===== src/rtl/mpf_vtp_port_mux_pkg.sv =====
`default_nettype none
// ============================================================================
// Module   : mpf_vtp_port_mux_pkg
// Purpose  : Shared types and helpers for the VTP multi-port request mux:
//            port index / tag type, per-port head state, statistics counter
//            width and the round-robin pointer advance function.
// Revision : 1.0 - initial release
// ============================================================================
package mpf_vtp_port_mux_pkg;

  // Wide enough to name any of the supported 1..16 client ports.
  localparam int c_PORT_IDX_W = 4;

  // Width of every statistics counter.
  localparam int c_STAT_WIDTH = 32;

  typedef logic [c_PORT_IDX_W-1:0] t_port_idx;

  // RUN   : head may be issued (subject to limits and downstream credit).
  // DRAIN : head is an ordered request waiting for earlier translations.
  typedef enum logic [0:0] {
    RUN   = 1'b0,
    DRAIN = 1'b1
  } t_head_state;

  // (ptr + 1) mod n, written as a compare so no divider is built.
  // Callers always pass ptr < n.
  function automatic t_port_idx rr_next(input t_port_idx ptr, input int unsigned n);
    if ((32'(ptr) + 32'd1) >= n) begin
      return '0;
    end
    return ptr + t_port_idx'(1);
  endfunction

endpackage
`default_nettype wire


===== src/rtl/mpf_svc_vtp_port_mux_fifo.sv =====
`default_nettype none
// ============================================================================
// Module   : mpf_svc_vtp_port_mux_fifo
// Purpose  : Per-port request FIFO for the VTP port mux. Show-ahead head,
//            registered almost-full flag and free-slot count.
// Revision : 1.0 - initial release
//
// Ports
//   clk, reset   : clock, synchronous active-high reset
//   enq, enqData : write strobe and data (dropped when full)
//   deq          : pop the head (ignored when empty)
//   headData     : current head entry
//   notEmpty     : at least one entry held
//   almostFull   : registered, set when free slots <= THRESHOLD
//   freeSlots    : DEPTH - occupancy
// ============================================================================
module mpf_svc_vtp_port_mux_fifo #(
  parameter int WIDTH     = 65,
  parameter int DEPTH     = 16,
  parameter int THRESHOLD = 4,
  localparam int CNT_W    = $clog2(DEPTH) + 1
) (
  input  logic             clk,
  input  logic             reset,
  input  logic             enq,
  input  logic [WIDTH-1:0] enqData,
  input  logic             deq,
  output logic [WIDTH-1:0] headData,
  output logic             notEmpty,
  output logic             almostFull,
  output logic [CNT_W-1:0] freeSlots
);

  localparam int PTR_W = $clog2(DEPTH);

  logic [WIDTH-1:0] r_mem [DEPTH];
  logic [PTR_W-1:0] r_wrPtr;
  logic [PTR_W-1:0] r_rdPtr;
  logic [CNT_W-1:0] r_count;
  logic [CNT_W-1:0] w_countNext;
  logic             r_almostFull;
  logic             w_full;
  logic             w_doEnq;
  logic             w_doDeq;

  assign w_full  = (r_count == CNT_W'(DEPTH));
  assign w_doEnq = enq & ~w_full;
  assign w_doDeq = deq & (r_count != '0);

  always_comb begin
    w_countNext = r_count;
    if (w_doEnq && !w_doDeq) begin
      w_countNext = r_count + CNT_W'(1);
    end else if (!w_doEnq && w_doDeq) begin
      w_countNext = r_count - CNT_W'(1);
    end
  end

  always_ff @(posedge clk) begin
    if (reset) begin
      r_wrPtr      <= '0;
      r_rdPtr      <= '0;
      r_count      <= '0;
      r_almostFull <= 1'b0;
    end else begin
      if (w_doEnq) r_wrPtr <= r_wrPtr + PTR_W'(1);
      if (w_doDeq) r_rdPtr <= r_rdPtr + PTR_W'(1);
      r_count      <= w_countNext;
      // Evaluated on the next occupancy so the flag is visible the cycle
      // after the enqueue that crosses the threshold.
      r_almostFull <= ((CNT_W'(DEPTH) - w_countNext) <= CNT_W'(THRESHOLD));
    end
  end

  // Storage carries no reset; validity is tracked by the pointers.
  always_ff @(posedge clk) begin
    if (w_doEnq) begin
      r_mem[r_wrPtr] <= enqData;
    end
  end

  // Client protocol error: enqueue while full is dropped.
  always_ff @(posedge clk) begin
    if (!reset) begin
      a_enqWhenFull: assert (!(enq && w_full));
    end
  end

  assign headData   = r_mem[r_rdPtr];
  assign notEmpty   = (r_count != '0);
  assign almostFull = r_almostFull;
  assign freeSlots  = CNT_W'(DEPTH) - r_count;

endmodule
`default_nettype wire


===== src/rtl/mpf_svc_vtp_port_mux.sv =====
`default_nettype none
// ============================================================================
// Module   : mpf_svc_vtp_port_mux
// Purpose  : Multi-port front end of the VTP translation service. Buffers
//            N_PORTS request streams, round-robin arbitrates them into one
//            tagged stream, enforces per-port outstanding limits, holds
//            ordered (fence) requests until the port drains, and routes
//            tagged responses back to their port.
// Revision : 1.0 - initial release
//
// Optional : define MPF_VTP_PORT_MUX_STATS_EN to build the per-port issue
//            and fence-stall counters; otherwise they read as zero.
//
// Ports
//   clk, reset                     : clock, synchronous active-high reset
//   in_reqEn/in_req/in_reqIsOrdered: per-port request enqueue (flattened)
//   in_almostFull                  : per-port registered flow control
//   out_reqEn/out_req/out_reqTag   : registered issued request + source port
//   out_almostFull                 : lookup pipeline back-pressure
//   svc_rspValid/svc_rspTag/svc_rsp: tagged response from lookup pipeline
//   port_rspValid/port_rsp         : registered one-hot response delivery
//   stat_issued/stat_fenceStall    : per-port 32-bit counters (flattened)
// ============================================================================
module mpf_svc_vtp_port_mux
  import mpf_vtp_port_mux_pkg::*;
#(
  parameter int N_PORTS         = 4,
  parameter int REQ_WIDTH       = 64,
  parameter int RSP_WIDTH       = 64,
  parameter int FIFO_DEPTH      = 16,
  parameter int THRESHOLD       = 4,
  parameter int MAX_OUTSTANDING = 8,
  localparam int TAG_W          = (N_PORTS > 1) ? $clog2(N_PORTS) : 1
) (
  input  logic                              clk,
  input  logic                              reset,
  input  logic [N_PORTS-1:0]                in_reqEn,
  input  logic [N_PORTS*REQ_WIDTH-1:0]      in_req,
  input  logic [N_PORTS-1:0]                in_reqIsOrdered,
  output logic [N_PORTS-1:0]                in_almostFull,
  output logic                              out_reqEn,
  output logic [REQ_WIDTH-1:0]              out_req,
  output logic [TAG_W-1:0]                  out_reqTag,
  input  logic                              out_almostFull,
  input  logic                              svc_rspValid,
  input  logic [TAG_W-1:0]                  svc_rspTag,
  input  logic [RSP_WIDTH-1:0]              svc_rsp,
  output logic [N_PORTS-1:0]                port_rspValid,
  output logic [RSP_WIDTH-1:0]              port_rsp,
  output logic [N_PORTS*c_STAT_WIDTH-1:0]   stat_issued,
  output logic [N_PORTS*c_STAT_WIDTH-1:0]   stat_fenceStall
);

  localparam int OUT_W = $clog2(MAX_OUTSTANDING + 1);
  localparam int CNT_W = $clog2(FIFO_DEPTH) + 1;

  logic [N_PORTS-1:0]           w_notEmpty;
  logic [N_PORTS-1:0]           w_headOrdered;
  logic [N_PORTS-1:0]           w_eligible;
  logic [N_PORTS-1:0]           w_grant;
  logic [N_PORTS-1:0]           w_rspHit;
  logic [N_PORTS*REQ_WIDTH-1:0] w_headReq;
  logic [N_PORTS*CNT_W-1:0]     w_unusedFreeSlots;
  t_port_idx                    r_rrPtr;
  t_port_idx                    w_grantIdx;
  logic [REQ_WIDTH-1:0]         w_grantReq;
  logic                         w_grantValid;
  logic                         w_rspTagValid;
  int                           w_cand;

  assign w_rspTagValid = (32'(svc_rspTag) < N_PORTS);

  // --------------------------------------------------------------------------
  // Per-port FIFO, head state and outstanding counter
  // --------------------------------------------------------------------------
  for (genvar p = 0; p < N_PORTS; p++) begin : g_port
    logic [REQ_WIDTH:0] w_head;
    logic [OUT_W-1:0]   r_outstanding;
    t_head_state        w_headState;

    mpf_svc_vtp_port_mux_fifo #(
      .WIDTH     (REQ_WIDTH + 1),
      .DEPTH     (FIFO_DEPTH),
      .THRESHOLD (THRESHOLD)
    ) u_fifo (
      .clk        (clk),
      .reset      (reset),
      .enq        (in_reqEn[p]),
      .enqData    ({in_reqIsOrdered[p], in_req[p*REQ_WIDTH +: REQ_WIDTH]}),
      .deq        (w_grant[p]),
      .headData   (w_head),
      .notEmpty   (w_notEmpty[p]),
      .almostFull (in_almostFull[p]),
      .freeSlots  (w_unusedFreeSlots[p*CNT_W +: CNT_W])
    );

    assign w_headOrdered[p]                   = w_head[REQ_WIDTH];
    assign w_headReq[p*REQ_WIDTH +: REQ_WIDTH] = w_head[REQ_WIDTH-1:0];

    // The head state is a pure function of the head and the counter, so a
    // response that drains the port makes the fence eligible next cycle.
    always_comb begin
      w_headState = RUN;
      if (w_notEmpty[p] && w_headOrdered[p] && (r_outstanding != '0)) begin
        w_headState = DRAIN;
      end
    end

    // RUN with a non-empty FIFO already covers "ordered head needs zero
    // outstanding"; the limit and downstream credit are checked on top.
    assign w_eligible[p] = w_notEmpty[p]
                         && (r_outstanding < OUT_W'(MAX_OUTSTANDING))
                         && (w_headState == RUN)
                         && !out_almostFull;

    assign w_rspHit[p] = svc_rspValid && w_rspTagValid && (32'(svc_rspTag) == p);

    // Issue and response together cancel, even at zero; a lone response at
    // zero (e.g. one arriving after reset) leaves the counter at zero.
    always_ff @(posedge clk) begin
      if (reset) begin
        r_outstanding <= '0;
      end else if (w_grant[p] && !w_rspHit[p]) begin
        r_outstanding <= r_outstanding + OUT_W'(1);
      end else if (!w_grant[p] && w_rspHit[p] && (r_outstanding != '0)) begin
        r_outstanding <= r_outstanding - OUT_W'(1);
      end
    end

`ifdef MPF_VTP_PORT_MUX_STATS_EN
    logic [c_STAT_WIDTH-1:0] r_statIssued;
    logic [c_STAT_WIDTH-1:0] r_statStall;

    always_ff @(posedge clk) begin
      if (reset) begin
        r_statIssued <= '0;
        r_statStall  <= '0;
      end else begin
        if (w_grant[p] && (r_statIssued != '1)) begin
          r_statIssued <= r_statIssued + c_STAT_WIDTH'(1);
        end
        if ((w_headState == DRAIN) && (r_statStall != '1)) begin
          r_statStall <= r_statStall + c_STAT_WIDTH'(1);
        end
      end
    end

    assign stat_issued[p*c_STAT_WIDTH +: c_STAT_WIDTH]     = r_statIssued;
    assign stat_fenceStall[p*c_STAT_WIDTH +: c_STAT_WIDTH] = r_statStall;
`endif
  end

`ifndef MPF_VTP_PORT_MUX_STATS_EN
  assign stat_issued     = '0;
  assign stat_fenceStall = '0;
`endif

  // Occupancy is exported by the FIFO but flow control here uses its flag.
  logic w_unused;
  assign w_unused = ^w_unusedFreeSlots;

  // --------------------------------------------------------------------------
  // Round-robin arbiter: scan from r_rrPtr, first eligible port wins.
  // --------------------------------------------------------------------------
  always_comb begin
    w_grantValid = 1'b0;
    w_grantIdx   = '0;
    w_grantReq   = '0;
    w_grant      = '0;
    w_cand       = 0;
    for (int i = 0; i < N_PORTS; i++) begin
      w_cand = int'(r_rrPtr) + i;
      if (w_cand >= N_PORTS) begin
        w_cand = w_cand - N_PORTS;
      end
      for (int p = 0; p < N_PORTS; p++) begin
        if (!w_grantValid && (p == w_cand) && w_eligible[p]) begin
          w_grantValid = 1'b1;
          w_grantIdx   = t_port_idx'(p);
          w_grantReq   = w_headReq[p*REQ_WIDTH +: REQ_WIDTH];
          w_grant[p]   = 1'b1;
        end
      end
    end
  end

  always_ff @(posedge clk) begin
    if (reset) begin
      r_rrPtr    <= '0;
      out_reqEn  <= 1'b0;
      out_req    <= '0;
      out_reqTag <= '0;
    end else begin
      out_reqEn <= w_grantValid;
      if (w_grantValid) begin
        out_req    <= w_grantReq;
        out_reqTag <= w_grantIdx[TAG_W-1:0];
        r_rrPtr    <= rr_next(w_grantIdx, N_PORTS);
      end
    end
  end

  // --------------------------------------------------------------------------
  // Response routing (never back-pressured)
  // --------------------------------------------------------------------------
  always_ff @(posedge clk) begin
    if (reset) begin
      port_rspValid <= '0;
      port_rsp      <= '0;
    end else begin
      port_rspValid <= w_rspHit;
      if (svc_rspValid) begin
        port_rsp <= svc_rsp;
      end
    end
  end

  always_ff @(posedge clk) begin
    if (!reset && svc_rspValid) begin
      a_rspTagRange: assert (w_rspTagValid);
    end
  end

endmodule
`default_nettype wire


===== config.mk =====
export PLATFORM = sky130hd
export DESIGN_NAME = mpf_svc_vtp_port_mux
export DESIGN_NICKNAME = d
export VERILOG_FILES = /design/src/rtl/mpf_vtp_port_mux_pkg.sv /design/src/rtl/mpf_svc_vtp_port_mux_fifo.sv /design/src/rtl/mpf_svc_vtp_port_mux.sv
export SDC_FILE = /design/constraint.sdc
export NUM_CORES = 2
export LEC_CHECK = 0
export BUFFER_PORTS_ARGS = -buffer_cell sky130_fd_sc_hd__buf_2
export CAP_MARGIN = 25
export CORE_ASPECT_RATIO = 0.8
export CORE_MARGIN = 8
export CORE_UTILIZATION = 45
export DETAILED_ROUTE_END_ITERATION = 8
export GPL_TIMING_DRIVEN = 0
export SLEW_MARGIN = 20
export SYNTH_ARGS = -nofsm -noshare
export SYNTH_HDL_FRONTEND = slang
export SYNTH_MEMORY_MAX_BITS = 65536
export SYNTH_SLANG_ARGS = --single-unit

===== constraint.sdc =====
create_clock -name clk -period 13.65 [get_ports clk]
set_input_delay 0.6825 -clock clk [delete_from_list [all_inputs] [get_ports clk]]
set_output_delay 0.6825 -clock clk [all_outputs]
set_load 0.1 [all_outputs]

# Word level (Yosys, flattened, before mapping)

Memory sizes are Yosys's and may differ from the RTL's. A register that Yosys moved wholly into a read port is not among the register bits.
Index checks and enable logic that the tools add are counted.

Bits of input ports: 334
Bits in writable memories: 4,160
Register bits: 211
Memories kept: 4
Output and inout port bits: 395

Memory list:

| name                   | depth | bits a word | rd ports | clocked after Yosys merged registers in | wr ports | RTL line                        | RTL |
|---|---|---|---|---|---|---|---|
| g_port[0].u_fifo.r_mem | 16    | 65          | 1        | 1                                       | 1        | mpf_svc_vtp_port_mux_fifo.sv:36 | `logic [WIDTH-1:0] r_mem [DEPTH];` |
| g_port[1].u_fifo.r_mem | 16    | 65          | 1        | 1                                       | 1        | mpf_svc_vtp_port_mux_fifo.sv:36 |  |
| g_port[2].u_fifo.r_mem | 16    | 65          | 1        | 1                                       | 1        | mpf_svc_vtp_port_mux_fifo.sv:36 |  |
| g_port[3].u_fifo.r_mem | 16    | 65          | 1        | 1                                       | 1        | mpf_svc_vtp_port_mux_fifo.sv:36 |  |

Bitwise operators: 16
Add/subtract/negate cells: 37
Mux-type cells: 107
Order comparisons: 13
Reduce and logical (&&, ||, !) cells: 124
Equality and inequality tests: 19

Operators by type and width:

| kind                                                              | number |
|---|---|
| two-way mux 64 bit                                                | 16 |
| == test 3 x 32 -> 1 bit, first input constant                     | 8 |
| == test 2 x 32 -> 1 bit, first input constant                     | 4 |
| logical NOT 32 bit                                                | 4 |
| two-way mux 32 bit                                                | 4 |
| two-way mux 4 bit                                                 | 32 |
| logical AND 1 bit                                                 | 75 |
| adder 4 x 1 -> 4 bit, second input constant                       | 13 |
| two-way mux 1 bit                                                 | 47 |
| two-way mux 5 bit                                                 | 8 |
| logical NOT 1 bit                                                 | 32 |
| adder 5 x 1 -> 5 bit, second input constant                       | 4 |
| == test 5 bit, second input constant                              | 4 |
| greater-or-equal comparator 5 x 3 -> 1 bit, second input constant | 4 |
| less-or-equal comparator 5 x 3 -> 1 bit, second input constant    | 4 |
| nonzero test 5 bit                                                | 4 |
| subtractor 5 x 1 -> 5 bit, second input constant                  | 4 |
| subtractor 5 bit, first input constant                            | 4 |
| subtractor 5 x 3 -> 6 bit, second input constant                  | 3 |
| less-than comparator 4 bit, second input constant                 | 4 |
| nonzero test 4 bit                                                | 4 |
| subtractor 4 x 1 -> 4 bit, second input constant                  | 4 |
| adder 4 x 1 -> 5 bit, second input constant                       | 2 |
| adder 4 x 2 -> 5 bit, second input constant                       | 2 |
| 8 further kinds                                                   | 26 |

# Longest topological paths before layout

Depth after elaboration: 75
Depth in mapped cells: 19
Mapped depth without buffers: 17

# Hierarchy

From an unflattened synthesis, not the netlist that was laid out.

Cell total of the unflattened synthesis: 8,391
Area total of the unflattened synthesis: 175,364.4 µm²

By module, submodules not included:

| module                                        | sequential area each (µm²) | instances | area each (µm²) | cells each |
|---|---|---|---|---|
| mpf_svc_vtp_port_mux_fifo at g_port[2].u_fifo | 31,590.3                   | 1         | 40,068.4        | 1,574 |
| mpf_svc_vtp_port_mux_fifo at g_port[0].u_fifo | 31,590.3                   | 1         | 40,065.9        | 1,573 |
| mpf_svc_vtp_port_mux_fifo at g_port[1].u_fifo | 31,590.3                   | 1         | 40,064.7        | 1,573 |
| mpf_svc_vtp_port_mux_fifo at g_port[3].u_fifo | 31,590.3                   | 1         | 40,030.9        | 1,575 |
| mpf_svc_vtp_port_mux                          | 3,083.0                    | 1         | 15,134.5        | 2,096 |

# Least setup slack after synthesis

Ideal clock, no wire load.

Path kind: input to register
Start point: input port in_reqEn[0]
End point: memory g_port[0].u_fifo.r_mem[3][0], enable pin
Cell stages on the path: 5
Arrival: 5.974 ns
Setup time: 0.568 ns
Slack: 7.107 ns
Data required time: 13.082 ns
Cell sequence: inv_1 > a31oi_1 > clkbuf_1 > nand2_1 > nor3_1

Word-level cells in the longest chain between the ends: 3

Ends and longest elaborated chain:

| item                                    | RTL line                        | RTL |
|---|---|---|
| start, declared                         | mpf_svc_vtp_port_mux.sv:37      | `input logic [N_PORTS-1:0] in_reqEn,` |
| bitwise AND 1 bit                       | mpf_svc_vtp_port_mux_fifo.sv:47 | `assign w_doEnq = enq & ~w_full;` |
| two-way mux 1 bit                       | mpf_svc_vtp_port_mux_fifo.sv:77 | `if (w_doEnq) begin` |
| two-way mux 1 bit (not written as such) | mpf_svc_vtp_port_mux_fifo.sv:78 | `r_mem[r_wrPtr] <= enqData;` |
| end, declared                           | mpf_svc_vtp_port_mux_fifo.sv:36 |  |

Every way passes these cells.

==> impl_results.md <==
- Result of the run: completed
- Final routed wirelength across all metal layers: 516,000 µm
- Reg2Reg Capture Point: out_req[0]
- ANT nets after route: 0
- Area grow syn2layout: 19.0%
- Post-synthesis instance total: 7,948
- Switching component of the power: 11.2 mW
- Multiplexer share of the synthesized area: 17.4%
- Worst R2R Setup Slack: 7.86 ns
- Global-route usage over all layers: 25.0%
- Count of maximum capacitance violations: 0
- Total vias in the final route: 91,850
- Power share of the sequential group: 42.5%
- Adder-cell share of the synthesized area: 0.331%
- Count of flip-flops with a built-in enable after synthesis: 4,160
- Critical path endpoint category: register
- Final std cells w/o fill: 15,273
- Clock power share: 31.7%
- Critical path arrival: 6.64 ns
- Critical hold path startpoint: svc_rsp[24]
- CTS root buffer: sky130_fd_sc_hd__clkbuf_16
- Effective utilization at floorplan: 45.1%
- Maximum number of pins on one net before global-route repair: 35
- Most used flip-flop cell after synthesis: sky130_fd_sc_hd__edfxtp_1
- Antenna violations before repair: 128
- Pre-CTS setup slack: 7.89 ns
- Data required time of the critical path: 14.50 ns
- Average routed wire per standard cell: 33.8 µm
- Total of flip-flops plus latches after synthesis: 4,386
- Register clock-pin slew on the reported worst setup and hold paths: 0.07 ns
- Post-placement cell count: 14,168
- Number of placement rows: 203
- Hold violation total from the final report: 0
- Unrepaired setup endpoints after global routing: no
- Yosys warnings: 0
- TritonCTS clock tree: built
- First-pass GRT wire length: 711,000 µm
- Post-synthesis xor/xnor area fraction: 0.280%
- Maximum number of buffers from clock root to sink: 4
- Worst Reg-to-Reg Cells: 11
- Distinct cell type count after synthesis: 81
- I/O pins: 729
- Leading cell type in the layout, fill and taps excluded: sky130_fd_sc_hd__edfxtp_1
- Chip width: 707 µm
- Number of instances on the worst hold path: 3
- Switching share of power: 31.1%
- Commonest non-fill, non-tap cells in the layout: sky130_fd_sc_hd__edfxtp_1 (4,160), sky130_fd_sc_hd__mux4_2 (1,288), sky130_fd_sc_hd__buf_2 (547)
- Peak supply drop: 122 µV
- Total standard cell area after synthesis: 0.172 mm²
- Seq/Total Area, Yosys: 75.3%
- 1st-pass router iterations: 8
- Internal power: 24.7 mW
- Final Critical Period: 5.79 ns
- Largest family of logic cells by synthesized area: multiplexers
- Power density over the cells: 175 mW/mm²
- Fraction of layout cells with a size suffix above 1: 31.6%
- Transition at the pin with the smallest max-transition slack: 1.19 ns
- Tightest slew margin relative to the limit: 20.5%
- Chip Height: 569 µm
- Clock sink count: 4,386
- Share of the synthesized area in compound gates (AO/OA/AOI/OAI): 2.58%
- DRC viols: 0
- Endpoint of the worst hold path: port_rsp[24]
- FILL cells: 29,078
- Worst Hold Class: input pin to register
- Buffer count from post-CTS setup fixing: 0
- Number of global-route vias before repair: 90,163
- Portion of the clock cycle consumed by the worst path in the final layout: 42.4%
- Maximum clock skew at final layout: 0.0902 ns
- Fmax: 173 MHz
- Number of CTS-inserted buffers: 422
- Detail-routed via count per cell: 6.01
- Area enclosed by the die boundary: 0.402 mm²
- Count of final setup violators: 0
- Resized Gates After CTS: 0
- Net count reported at finish: 10,141
- Detail Placement HPWL: 362,000 µm
- Port bufs: 472
- Area fraction in and, or, nand and nor cells after synthesis: 1.83%
- Setup Crit Path Kind: register to register
- Worst skew pair latency: 1.01 ns
- Final critical-path setup slack: 7.86 ns
- Highest fanout seen on the critical path: 10
- Synth Area per Inst: 21.6 µm²
- Async set-reset flop share out of synthesis: 0%
- Starting DRC count in detailed routing: 12,470
- Fraction of power consumed by combinational cells: 25.8%
- Gp weighted congestion: 0.945
- Max-slew violations: 0
- Leakage power figure: 65.3 nW
- H-tree depth reported by CTS: 5
- Placeable Area: 0.381 mm²
- Setup crit start kind: register
- Total global routing overflow: 0
-- through the flow --
stage	instance area [µm²]	power, mW	utilization [%]	TNS (ns)	hold WS, ns
2_1_floorplan	173000	21.1	-	0	0.460
3_3_place_gp	182000	24.2	47.6	-81.99	0.457
3_5_place_dp	188000	24.5	49.3	0	0.463
4_1_cts	204000	35.9	53.5	0	0.00000577
5_1_grt	204000	36.9	53.6	0	0.0421
6_report	205000	35.9	53.7	0	0.0442
-- sequential cells by signal, indices dropped and copies added (netlist names), named ones only --
name	count
g_port.r_outstanding	16
g_port.u_fifo.almostFull	4
g_port.u_fifo.r_count	20
g_port.u_fifo.r_mem	4160
g_port.u_fifo.r_rdPtr	16
g_port.u_fifo.r_wrPtr	16
out_req	64
out_reqEn	1
out_reqTag	2
port_rsp	64
port_rspValid	4
r_rrPtr	3
-- cell families after synthesis --
group / Yosys count
AOI/OAI and AO/OA: 663
xor gates and xnor gates: 55
adders and majority gates: 43
buffers and inverters: 727
DFF: 4386
muxes: 1381
other: 1
and+or+nand+nor: 692
-- critical path, stage by stage (launching register included) --
cell and delay (ns):
sky130_fd_sc_hd__dfxtp_1 0.31, sky130_fd_sc_hd__buf_2 0.24, sky130_fd_sc_hd__buf_1 0.47, sky130_fd_sc_hd__clkbuf_1 0.67
sky130_fd_sc_hd__clkbuf_1 0.86, sky130_fd_sc_hd__clkbuf_1 0.66, sky130_fd_sc_hd__clkbuf_1 0.69, sky130_fd_sc_hd__mux4_2 0.41
sky130_fd_sc_hd__mux4_2 0.62, sky130_fd_sc_hd__a22oi_1 0.37, sky130_fd_sc_hd__buf_6 0.23, sky130_fd_sc_hd__a31oi_1 0.10
-- how the worst max path moves through the flow --
stage / start / to / slack (ns) / cells after the start
floorplan: in_reqEn[0] / g_port[0].u_fifo.r_mem[3][0] / 7.11 / 5
global placement: in_reqEn[0] / g_port[0].u_fifo.r_mem[3][19] / -0.51 / 6
detailed placement: register / out_req[0] / 7.89 / 11
CTS: register / out_req[0] / 7.90 / 11
global route: register / out_req[0] / 7.70 / 11
finish: register / out_req[0] / 7.86 / 11
-- power groups by stage --
stage	logic, mW	registers (mW)	clock network [mW]
detailed placement	8.99	15.5	0
global placement	8.65	15.6	0
global route	9.60	15.3	12.0
floorplan	5.08	16.0	0
CTS	9.10	15.2	11.5
finish	9.25	15.2	11.4
-- final cells by class --
cell class | instances | area (µm²) | share of cell area [%]
Inverter | 23 | 86.3 | 0.0422
Tap cell | 5125 | 6410 | 3.14
Multi-Input combinational cell | 3090 | 40000 | 19.5
Clock inverter | 227 | 2080 | 1.02
Timing Repair Buffer | 1137 | 11400 | 5.59
Clock buffer | 538 | 11200 | 5.48
Sequential cell | 4386 | 129000 | 63.3
Buffer | 704 | 3780 | 1.85
Antenna cell | 43 | 108 | 0.0526
-- repair_timing --
item                                   in CTS  in global routing
endpoints found under the hold margin    2912                  0
setup endpoints to repair                   0                  0
hold buffers                              271                  0
-- synthesized netlist by cell type, types with 43 or more instances --
cell / count / area share, %
sky130_fd_sc_hd__buf_4: 265 / 1.2
sky130_fd_sc_hd__edfxtp_1: 4160 / 73
sky130_fd_sc_hd__nand3_1: 44 / 0.13
sky130_fd_sc_hd__buf_2: 53 / 0.15
sky130_fd_sc_hd__o21ai_0: 143 / 0.42
sky130_fd_sc_hd__a21oi_1: 164 / 0.48
sky130_fd_sc_hd__mux4_2: 1288 / 17
sky130_fd_sc_hd__nand2_1: 162 / 0.35
sky130_fd_sc_hd__mux2i_1: 91 / 0.53
sky130_fd_sc_hd__dfxtp_1: 226 / 2.6
sky130_fd_sc_hd__buf_1: 113 / 0.25
sky130_fd_sc_hd__clkbuf_1: 270 / 0.59
sky130_fd_sc_hd__a22oi_1: 52 / 0.23
sky130_fd_sc_hd__nor2_1: 311 / 0.68
sky130_fd_sc_hd__a31oi_1: 43 / 0.16
sky130_fd_sc_hd__a222oi_1: 49 / 0.29
-- per-layer routing --
layer,GRT usage (%),vias up,wire (µm)
met2,38.6,4818,239000
met5,0,-,333
met4,10.4,54,24800
met3,5.45,954,48800
li1,-,36771,-
met1,34.8,49253,203000
(Power assumes the default switching activity.)
